<file path="config.mk">
export PLATFORM = sky130hd
export DESIGN_NAME = clk_div_ctrl
export DESIGN_NICKNAME = d
export VERILOG_FILES = /design/src/rtl/clk_div_ctrl.sv
export SDC_FILE = /design/constraint.sdc
export NUM_CORES = 1
export LEC_CHECK = 0
export CORE_ASPECT_RATIO = 0.9
export CORE_MARGIN = 3
export CORE_UTILIZATION = 35
export DETAILED_ROUTE_END_ITERATION = 10
export DONT_BUFFER_PORTS = 1
export SETUP_SLACK_MARGIN = 0.4
export SLEW_MARGIN = 5
export SYNTH_ARGS = -nofsm -noshare
export SYNTH_HDL_FRONTEND = slang
export SYNTH_SLANG_ARGS = --single-unit
</file>
<file path="constraint.sdc">
create_clock -name clock_in -period 10.5 [get_ports clock_in]
set_clock_uncertainty 0.15 [all_clocks]
set_input_delay 1.05 -clock clock_in [delete_from_list [all_inputs] [get_ports clock_in]]
set_output_delay 1.05 -clock clock_in [all_outputs]
set_load 0.05 [all_outputs]
</file>
<file path="src/rtl/clk_div_ctrl.sv">
// Run-time controller for the programmable clock divider: holds the active divisor,
// swaps in new divisors only at period boundaries, and sequences whole-period start/stop.
module clk_div_ctrl #(
  parameter int               WIDTH       = 28,
  parameter logic [WIDTH-1:0] DEFAULT_DIV = WIDTH'(5)
) (
  input  logic             clock_in,
  input  logic             reset,
  input  logic             cfg_valid,
  output logic             cfg_ready,
  input  logic [WIDTH-1:0] cfg_divisor,
  output logic             cfg_err,
  input  logic             start,
  input  logic             stop,
  output logic             clock_out,
  output logic             tick,
  output logic             running,
  output logic [1:0]       state_dbg
);

  typedef enum logic [1:0] {
    IDLE  = 2'd0,
    RUN   = 2'd1,
    DRAIN = 2'd2
  } state_t;

  state_t           state;
  state_t           state_next;
  logic [WIDTH-1:0] counter;
  logic [WIDTH-1:0] div_active;
  logic [WIDTH-1:0] div_pend;
  logic             pend_flag;
  logic             wrap;
  logic             accept;
  logic             div_ok;

  // Handshake: a divisor transfers on any edge where cfg_valid && cfg_ready.
  // cfg_ready drops while a divisor waits for the next period boundary.
  assign cfg_ready = !pend_flag;
  assign accept    = cfg_valid && cfg_ready;
  assign div_ok    = cfg_divisor >= WIDTH'(2);
  assign wrap      = (state != IDLE) && (counter == div_active - WIDTH'(1));

  always_ff @(posedge clock_in or posedge reset) begin
    if (reset) begin
      state <= IDLE;
    end else begin
      state <= state_next;
    end
  end

  // DRAIN keeps counting so the last period completes; start cancels the drain.
  always_comb begin
    state_next = state;
    unique case (state)
      IDLE:    if (start && !stop) state_next = RUN;
      RUN:     if (stop && !start) state_next = DRAIN;
      DRAIN: begin
        if (start)     state_next = RUN;
        else if (wrap) state_next = IDLE;
      end
      default: state_next = IDLE;
    endcase
  end

  always_comb begin
    running   = (state != IDLE);
    state_dbg = state;
  end

  always_ff @(posedge clock_in or posedge reset) begin
    if (reset) begin
      counter    <= '0;
      div_active <= DEFAULT_DIV;
      div_pend   <= DEFAULT_DIV;
      pend_flag  <= 1'b0;
      clock_out  <= 1'b0;
      tick       <= 1'b0;
      cfg_err    <= 1'b0;
    end else begin
      clock_out <= (state != IDLE) && (counter < (div_active >> 1));
      tick      <= wrap;
      cfg_err   <= accept && !div_ok;

      if (state == IDLE || wrap) begin
        counter <= '0;
      end else begin
        counter <= counter + WIDTH'(1);
      end

      // A pending divisor blocks new transfers, so the two branches never compete.
      if (wrap && pend_flag) begin
        div_active <= div_pend;
        pend_flag  <= 1'b0;
      end else if (accept && div_ok) begin
        if (state == IDLE) begin
          div_active <= cfg_divisor;
        end else begin
          div_pend  <= cfg_divisor;
          pend_flag <= 1'b1;
        end
      end
    end
  end

endmodule

</file>
==> summary.md, run 1 <==
| Metric | Value |
|---|---|
| Status | `finished clean` |
| Post-synth cell types | `61` |
| Final ANT Viol Nets | `0` |
| Chip Height | `around 130 um` |
| Yosys top cell by area | `dfrtp_1` |
| Num CTS Buffers | `9` |
| Total GRT Usage | `0.158` |
| Share of post-route cells with drive strength above 1 | `0.189` |
| CTS tree | `done` |
| Max Fanout on Critical Path | `28` |
| Initial Utilization | `0.360` |
| Slew Viols, Final | `0` |
| Mapped cell area | `5860 um2` |
| Fmax | `about 0.23 GHz` |
| Sequential-to-total area share from yosys stat | `0.385` |
| Fin. Hold Viols | `0` |
| Max Cap Viol | `0` |
| Final setup fails | `0` |
| Longest Clk Path Bufs | `2` |
| DP HPWL | `10.5 mm` |
| Top_reg_cell synth | `dfrtp_1` |
| Vias in the first global route | `between 4000 and 5000` |
| Final Core Density | `0.390` |
| H-tree level count | `3` |
| RSZ-0062 raised after global routing | `false` |
| # DRC | `0` |
| N_diodes | `0` |
| Max IR drop VDD | `0.107 mV` |
| Largest net degree at the start of global routing | `91` |
| Nets@finish | `633` |
| CTS Sinks | `90` |
| CP most frequent cell | `or3_1` |
| I/O Pins | `40` |
| Finished Layout Cells | `784` |
| Max stage delay on crit path | `990 ps` |
| Critical path type | `flip-flop to flip-flop` |
| Drt first pass iters | `5` |
| Via-per-instance ratio | `5.66` |
| Hold Slack | `341 ps` |
| Period utilization | `0.414` |
| Dpl cells | `768` |
| Largest cells by area after synthesis | `dfrtp_1 37%, mux2_2 10%, ha_1 6.0%, mux2_4 4.9%, xnor2_1 4.3%` |
| Post-Synthesis Cells | `577` |
| Top-count cell post-synth | `dfrtp_1` |
| Crit path launch type | `flip-flop` |
| Tmin final | `between 4000 and 5000 ps` |
| Final Wtd Congestion | `0.921` |
| CP Cell Sequence | `inv_1 > ha_1 > nor3b_1 > nand4_1 > or3_1 > or3_1 > a22oi_2 > o2111ai_2 > o21ai_2 > nor2_1` |
| Slew HR | `0.201` |
| Post-CTS setup buffer count | `0` |
| Setup crit end kind | `flip-flop` |
| HP Class | `flip-flop to flip-flop` |
| PostCTS Resize Cnt | `0` |
| Total power | `~760 uW` |
| Core footprint | `16300 um2` |
| Later-pin clock latency in the skew report | `350 ps` |
| Commonest cells in the netlist | `86 x dfrtp_1, 54 x nor2_1, 53 x mux2_2` |
| Leak | `2.91 nW` |
| CP bufs+invs | `1` |
| Async SR Flop Fraction | `1.00` |
| Die Area | `18300 um2` |
| First-pass GRT wire length | `between 20 and 25 mm` |
| Post-synth EDFFs | `0` |
| Syn nets | `638` |
| Power per cell area | `119 nW/um2` |
| Arr. time, crit path | `4370 ps` |
| Worst slew pin tran | `1200 ps` |
| Clock Tree Root | `clkbuf_16` |
| Layout area overhead | `8.50%` |
| Setup_tns | `0 ps` |
| Hold buffer count at cts | `0` |
| Remaining Overflow, GRT | `0` |
| Rows | `44` |
| Die span in x | `~140 um` |
| Req. time, crit path | `10530 ps` |
| Critical path's top delay family | `simple AND/OR/NAND/NOR gates` |
| Slowest stage cell, crit path | `o21ai_2` |
| Antenna violations before repair | `0` |
| Port buffer count | `0` |
| DRT Wirelength | `between 10 and 15 mm` |
| First DRT Iteration DRCs | `slightly above 300` |
| WL/cell | `roughly 18 um` |
| Post-Syn Area per Cell | `about 10 um2` |
| Vias | `4437` |
| Post-synth top area share | `0.367` |
| Clock transition at path regs | `70 ps` |
| Ys Warns | `0` |
| #FFs+latches synth | `90` |
worst reg2reg max path, cell delays in order (launching register included):
cell,delay (ps)
dfrtp_1,440
inv_1,110
ha_1,260
nor3b_1,450
nand4_1,340
or3_1,490
or3_1,390
a22oi_2,210
o2111ai_2,200
o21ai_2,990
nor2_1,140
per-stage QoR:
stage               area [um2]  worst slack, ps
detailed placement        6050             6240
CTS                       6360             6230
floorplan                 5860             6970
global route              6360             5860
global placement          6050             6410
finish                    6360             6160
registers in the layout, indices dropped and copies added, names as in the netlist:
name and cells:
cfg_err 1, state_dbg 2, div_pend 28, pend_flag 1, tick 1, div_active 28
counter 28, clock_out 1
cell usage in the layout (no fill, tap or decap), types with 18 or more instances in the layout:
cell / instances
nor3_1: 18
ha_1: 28
xnor2_1: 29
mux2_4: 19
xor2_1: 27
nor2_1: 54
dfrtp_1: 86
mux2_2: 53
inv_1: 39
nand3_1: 18
nand2_1: 23
final timing paths:
| path | to | slack [ps] | cells after the start | from |
|---|---|---|---|---|
| hold reg to reg | div_active[0] | 340 | 2 | div_pend[0] |
| setup / recovery | counter[20] | 6160 | 10 | div_active[1] |
| hold / removal | div_active[0] | 340 | 2 | div_pend[0] |
| max in group asynchronous | counter[19] | 8670 | 2 | reset |
| min in group asynchronous | div_pend[9] | 790 | 2 | reset |
| setup reg to reg | counter[20] | 6160 | 10 | div_active[1] |
layer usage:
metal  routed length (um)  vias to the layer above  track usage  part of all wire
met5                    0                        -            0                 0
met4                  386                        0       0.0643             0.028
met3                  787                       36       0.0331             0.057
met2                 6140                      150        0.236              0.44
met1                 6550                     2178        0.222              0.47
li1                     -                     2073            -                 -
cells by family (layout without fill, tap and decap cells):
family / Yosys count / in the layout / synth area share
AOI/OAI and AO/OA: 80 / 80 / 0.105
xor gates and xnor gates: 56 / 56 / 0.0837
adders and majority gates: 28 / 28 / 0.0598
buffers and inverters: 59 / 59 / 0.0420
DFF: 90 / 90 / 0.385
muxes: 73 / 73 / 0.152
and+or+nand+nor: 191 / 191 / 0.172
layout make-up:
cell class	instances	area (um2)
fillers	1594	9940
multi-input cells	428	3360
flip-flops and latches	90	2260
well taps	207	259
clock buffers	10	239
inverters	40	151
clock inverters	6	72.6
repair buffers	3	22.5
where the power goes:
group          switching, mW  internal, mW  total (mW)
Combinational         0.0328        0.0180      0.0508
Sequential            0.0164         0.352       0.368
Clock                  0.143         0.194       0.336
No activity file was read; power rests on OpenSTA's default activity.
==> inputs of run 2 (changes only) <==
--- a/config.mk
+++ b/config.mk
@@ -5,6 +5,7 @@
 export SDC_FILE = /design/constraint.sdc
 export NUM_CORES = 1
 export LEC_CHECK = 0
+export ABC_AREA = 1
 export CORE_ASPECT_RATIO = 0.9
 export CORE_MARGIN = 3
 export CORE_UTILIZATION = 35
==> constraint.sdc (replaced) <==
create_clock -name clock_in -period 4.2 [get_ports clock_in]
set_clock_uncertainty 0.15 [all_clocks]
set_input_delay 0.42 -clock clock_in [delete_from_list [all_inputs] [get_ports clock_in]]
set_output_delay 0.42 -clock clock_in [all_outputs]
set_load 0.05 [all_outputs]
==> summary.md, run 2 <==
| Metric | Value |
|---|---|
| Slowest stage cell, crit path | `dfstp_2` |
| Nets@finish | `841` |
| Slew Viols, Final | `0` |
| Req. time, crit path | `4280 ps` |
| Status | `finished clean` |
| Power per cell area | `between 500 and 600 nW/um2` |
| Final Core Density | `0.399` |
| Register Area | `2260 um2` |
| Largest cells by area after synthesis | `dfrtp_1 36%, nand2_1 11%, nand3_1 8.1%, nor2_1 6.6%, ha_1 5.8%` |
| Post-Syn Area per Cell | `7.79 um2` |
| Hold depth | `2` |
| Yosys top cell by area | `dfrtp_1` |
| Commonest cells in the netlist | `173 x nand2_1, 107 x nor2_1, 98 x nand3_1` |
| Later-pin clock latency in the skew report | `around 350 ps` |
| Worst slew pin tran | `777 ps` |
| Share of post-route cells with drive strength above 1 | `0.129` |
| Fmax | `between 0.3 and 0.4 GHz` |
| Crit path launch type | `flip-flop` |
| Die Area | `~19000 um2` |
| Max IR drop VDD | `0.354 mV` |
| Mapped cell area | `6060 um2` |
| Hold Slack | `26.0 ps` |
| RSZ-0062 raised after global routing | `false` |
| Port buffer count | `0` |
| Final setup fails | `0` |
| Reg2reg setup slack | `1120 ps` |
| Setup_tns | `0 ps` |
| Cells on worst reg2reg path | `16` |
| Max stage delay on crit path | `380 ps` |
| Post-synth cell types | `43` |
| CTS Sinks | `90` |
| DRT Wirelength | `14.5 mm` |
| Arr. time, crit path | `3160 ps` |
| Setup WS pre-CTS | `1140 ps` |
| First DRT Iteration DRCs | `approximately 300` |
| Slew HR | `0.482` |
| CP Cell Sequence | `inv_1 > ha_1 > nand2_2 > nor2_4 > nand2_1 > nand2_1 > nand2_1 > nor2_1 > nand2_1 > nor2_1 > nand2_1 > nor2_4 > nand4_4 > buf_4 > nand3_1 > nand3_1` |
| Drt first pass iters | `5` |
| Vias in the first global route | `4801` |
| P_int | `2.20 mW` |
| Reg-to-reg startpoint | `div_active[0]` |
| CP most frequent cell | `nand2_1` |
| Antenna violations before repair | `0` |
| #FFs+latches synth | `90` |
| Fin. Hold Viols | `0` |
| HP Class | `primary input to flip-flop` |
| Die span in x | `145 um` |
| Most frequent cells in the layout | `173 x nand2_1, 106 x nor2_1, 98 x nand3_1` |
| Reg2reg end | `div_active[19]` |
| Post-synth top area share | `0.355` |
| Filler instances | `1709` |
| Core footprint | `16600 um2` |
| Min-delay src | `cfg_divisor[2]` |
| Critical path type | `flip-flop to flip-flop` |
| Most common cell after layout, fill and taps aside | `nand2_1` |
| Placed cell area | `6280 um2` |
| Post-Synthesis Cells | `778` |
| Period utilization | `0.734` |
| First-pass GRT wire length | `24.7 mm` |
| Layout area overhead | `9.15%` |
| Tmin final | `~3100 ps` |
| Rows | `44` |
| Switching power | `1.56 mW` |
| Final ANT Viol Nets | `0` |
| Post-CTS setup buffer count | `0` |
| Flop pwr share | `0.406` |
| Initial Utilization | `0.366` |
| # DRC | `0` |
| N_diodes | `0` |
| Largest net degree at the start of global routing | `47` |
| Top_reg_cell synth | `dfrtp_1` |
| Hold buffer count at cts | `2` |
| Syn nets | `839` |
| WHS Endpoint | `div_pend[2]` |
| Setup crit end kind | `flip-flop` |
| Sequential-to-total area share from yosys stat | `0.373` |
| Post-synth EDFFs | `0` |
| Area taken by multi-input logic gates | `around 3400 um2` |
| Clock Tree Root | `clkbuf_16` |
| Setup ws final | `1120 ps` |
| Fin area | `6610 um2` |
| Leak | `2.99 nW` |
| Net Sw Frac | `0.415` |
| Ys Warns | `0` |
| Critical path's top delay family | `simple AND/OR/NAND/NOR gates` |
| Top-count cell post-synth | `nand2_1` |
| Num CTS Buffers | `9` |
| Total GRT Usage | `0.164` |
| Async SR Flop Fraction | `1.00` |
| Remaining Overflow, GRT | `0` |
| DP HPWL | `11.1 mm` |
| PostCTS Resize Cnt | `0` |
| CTS tree | `done` |
| Via-per-instance ratio | `4.90` |
| H-tree level count | `3` |
| WL/cell | `around 14 um` |
| Top Registers | `counter x28, div_active x28, div_pend x28` |
| Gate power share | `0.367` |
| I/O Pins | `40` |
| Max Fanout on Critical Path | `27` |
| Longest Clk Path Bufs | `2` |
| Chip Height | `131 um` |
| Clock transition at path regs | `roughly 70 ps` |
| Final Wtd Congestion | `0.924` |
| Vias | `a little under 5000` |
| Max Cap Viol | `0` |
| CP bufs+invs | `2` |
| Clock share of power | `0.227` |
==> run 2: cell count changes in the layout (fill, tap and decap cells not counted), sizes merged, moves of 8 or more <==
cell	change
nand2	+157
nand3	+82
nor2	+75
mux2	-46
inv	+36
xnor2	-20
a21o	-12
and3	-12
o21bai	+12
a221oi	-8
==> run 2: per-stage QoR <==
stage               std cells  power (mW)
global placement          997        2.90
CTS                      1015        3.79
finish                   1015        3.76
detailed placement        997        2.92
global route             1015        4.08
floorplan                 778        2.55
==> run 2: worst max-delay path by stage <==
stage / startpoint / cells after the start / to / slack (ps)
2_1_floorplan: reset / 1 / cfg_err / 1300
3_3_place_gp: div_active[0] / 16 / div_active[27] / 1200
3_5_place_dp: div_active[0] / 16 / div_active[19] / 1140
4_1_cts: div_active[0] / 16 / div_active[27] / 1130
5_1_grt: div_active[0] / 16 / div_active[18] / 810
6_report: div_active[0] / 16 / div_active[19] / 1120
==> run 2: cells by family after synthesis <==
logic type,count (synthesis),share of synthesized area
adders and majority gates,28,0.0578
xor gates and xnor gates,37,0.0535
buffers and inverters,95,0.0682
muxes,26,0.0483
and+or+nand+nor,456,0.344
AOI/OAI and AO/OA,46,0.0553
DFF,90,0.373
==> run 2: cell type report <==
class                      instances  area share
tap                              230      0.0435
inverter                          76      0.0433
multi-input combinational        593       0.513
timing repair buffer              10      0.0121
clock inverter                     6      0.0108
sequential                        90       0.341
clock buffer                      10      0.0361
==> run 2: worst register-to-register path, cell delays in order (launching register included) <==
cell and delay, ps:
dfstp_2 380, inv_1 150, ha_1 250, nand2_2 120, nor2_4 260, nand2_1 90, nand2_1 70, nand2_1 60
nor2_1 110, nand2_1 70, nor2_1 130, nand2_1 110, nor2_4 150, nand4_4 330, buf_4 370, nand3_1 110
nand3_1 70
==> run 2: layer usage <==
metal | routed length (um) | share of wire | vias to the layer above | track usage
li1 | - | - | 2558 | -
met1 | 7380 | 0.51 | 2313 | 0.241
met2 | 6270 | 0.43 | 95 | 0.249
met3 | 763 | 0.052 | 8 | 0.0368
met4 | 119 | 0.0082 | 0 | 0.0329
met5 | 0 | 0 | - | 0
==> run 2: power groups by stage <==
stage,Clock (mW),Combinational (mW),Sequential [mW]
after detailed placement,0,1.38,1.54
after global placement,0,1.36,1.54
final,0.854,1.38,1.53
after CTS,0.878,1.39,1.52
after global routing,0.912,1.60,1.57
after floorplan,0,1.12,1.43
==> inputs of run 3 (changes only) <==
--- a/config.mk
+++ b/config.mk
@@ -5,7 +5,7 @@
 export SDC_FILE = /design/constraint.sdc
 export NUM_CORES = 1
 export LEC_CHECK = 0
-export ABC_AREA = 1
+export ABC_AREA = 0
 export CORE_ASPECT_RATIO = 0.9
 export CORE_MARGIN = 3
 export CORE_UTILIZATION = 35
==> constraint.sdc (replaced) <==
create_clock -name clock_in -period 3.2 [get_ports clock_in]
set_clock_uncertainty 0.15 [all_clocks]
set_input_delay 0.32 -clock clock_in [delete_from_list [all_inputs] [get_ports clock_in]]
set_output_delay 0.32 -clock clock_in [all_outputs]
set_load 0.05 [all_outputs]
==> summary.md, run 3 (synthesis gave the netlist of run 1 again) <==
| Metric | Value |
|---|---|
| Status | `complete, but fails checks` |
| Failing checks | `setup timing` |
| Setup_tns | `-12450 ps` |
| Vias in the first global route | `4973` |
| Later-pin clock latency in the skew report | `360 ps` |
| Antenna violations before repair | `0` |
| # DRC | `0` |
| Period utilization | `1.09` |
| DP HPWL | `11.4 mm` |
| First-pass GRT wire length | `25.9 mm` |
| Grt peak-use layer | `met2` |
| Fin. Hold Viols | `0` |
| Final Wtd Congestion | `a little over 0.9` |
| Max IR drop VDD | `0.328 mV` |
| Via-per-instance ratio | `5.38` |
| Slew Viols, Final | `0` |
| First DRT Iteration DRCs | `251` |
| Total power | `2.59 mW` |
| I/O Pins | `40` |
| Clock transition at path regs | `roughly 70 ps` |
| Worst slew pin tran | `917 ps` |
| Chip Height | `129 um` |
| Clock Tree Root | `clkbuf_16` |
| Slew HR | `0.389` |
| DRT Wirelength | `16.1 mm` |
| Critical path's top delay family | `simple AND/OR/NAND/NOR gates` |
| Crit path launch type | `flip-flop` |
| Filler instances | `1505` |
| Met3 Use GR | `0.0461` |
| Dpl cells | `832` |
| Nets@finish | `745` |
| Vias | `4823` |
| Setup crit end kind | `flip-flop` |
| WL/cell | `18.0 um` |
| Die span in x | `between 100 and 150 um` |
| Drt first pass iters | `4` |
| Critical path type | `flip-flop to flip-flop` |
| Max Cap Viol | `0` |
| Final setup fails | `58` |
| Initial Utilization | `0.360` |
| Core footprint | `16300 um2` |
| N_diodes | `0` |
| RSZ-0062 raised after global routing | `true` |
| Req. time, crit path | `3290 ps` |
| Setup ws final | `-274 ps` |
| H-tree level count | `3` |
| Most common cell after layout, fill and taps aside | `dfrtp_1` |
| Final ANT Viol Nets | `0` |
| Total GRT Usage | `0.179` |
| Rows | `44` |
| Layout area overhead | `30.4%` |
| Share of post-route cells with drive strength above 1 | `0.315` |
| Slowest stage cell, crit path | `or4_4` |
| Finished Layout Cells | `896` |
| Most frequent cells in the layout | `86 x dfrtp_1, 66 x buf_4, 53 x mux2_2` |
| CP most frequent cell | `or4_4` |
| Port buffer count | `0` |
| Top Registers | `counter x28, div_active x28, div_pend x28` |
| Fmax | `0.288 GHz` |
| Num CTS Buffers | `9` |
| CP bufs+invs | `2` |
| CP Cell Sequence | `or4_4 > or4_4 > nor3_4 > nor2_1 > nor4_2 > nand4b_1 > a2111oi_4 > buf_6 > clkbuf_16 > mux2_4` |
| Max stage delay on crit path | `610 ps` |
| Met1 usage | `0.246` |
| Arr. time, crit path | `3570 ps` |
| Final Core Density | `0.469` |
| CTS tree | `done` |
| Largest net degree at the start of global routing | `52` |
| HP Class | `primary input to flip-flop` |
| Max Fanout on Critical Path | `8` |
| Power per cell area | `339 nW/um2` |
| Leak | `about 3.5 nW` |
| CTS Sinks | `90` |
| Tmin final | `3470 ps` |
| Remaining Overflow, GRT | `0` |
| Longest Clk Path Bufs | `2` |
| GRT met2 Usage | `0.284` |
| Die Area | `18300 um2` |
| Setup WS pre-CTS | `-232 ps` |
## run 3: where the power goes
part | internal (mW) | leakage, nW | switching, mW
clock network | 0.596 | 0.142 | 0.472
registers | 1.15 | 1.21 | 0.0343
logic | 0.164 | 2.14 | 0.168
## run 3: cell type report
class / count / area [um2] / share of cell area
Inverter: 40 / 151 / 0.0198
Timing Repair Buffer: 115 / 1110 / 0.145
Clock buffer: 12 / 267 / 0.0349
Multi-Input combinational cell: 428 / 3570 / 0.467
Tap cell: 207 / 259 / 0.0339
Clock inverter: 4 / 32.5 / 0.00425
Sequential cell: 90 / 2260 / 0.295
## run 3: repair_timing
item | CTS | global route
resized for setup | 29 | 12
pin swaps | 8 | 8
gates cloned | 2 | 4
hold buffers | 32 | 0
hold endpoints to repair | 78 | 0
endpoints found under the setup margin | 59 | 60
buffers inserted | 6 | 4
## run 3: worst reg2reg max path: stages (launching register included)
cell	delay, ps
dfrtp_1	380
or4_4	570
or4_4	610
nor3_4	180
nor2_1	90
nor4_2	210
nand4b_1	200
a2111oi_4	320
buf_6	190
clkbuf_16	170
mux2_4	300
## run 3: path summary, 6_finish.rpt
path	from	end	slack [ps]	cells past startpoint
setup / recovery	div_active[13]	div_active[25]	-270	10
hold / removal	cfg_divisor[5]	div_active[5]	10	2
setup reg to reg	div_active[13]	div_active[25]	-270	10
hold reg to reg	div_pend[0]	div_active[0]	330	2
max in group asynchronous	reset	div_active[23]	1640	3
min in group asynchronous	reset	div_pend[14]	430	2
## run 3: routing by layer
layer / part of all wire / up-vias / routed length, um
met4: 0.017 / 0 / 274
met5: 0 / - / 0
li1: - / 2306 / -
met2: 0.47 / 108 / 7480
met3: 0.049 / 24 / 790
met1: 0.47 / 2385 / 7540
## run 3: through the flow
step                hold WS [ps]  area, um2
global placement             235       6610
CTS                         1.09       7480
global route                8.35       7650
detailed placement           243       6610
floorplan                    233       5920
finish                      11.3       7650
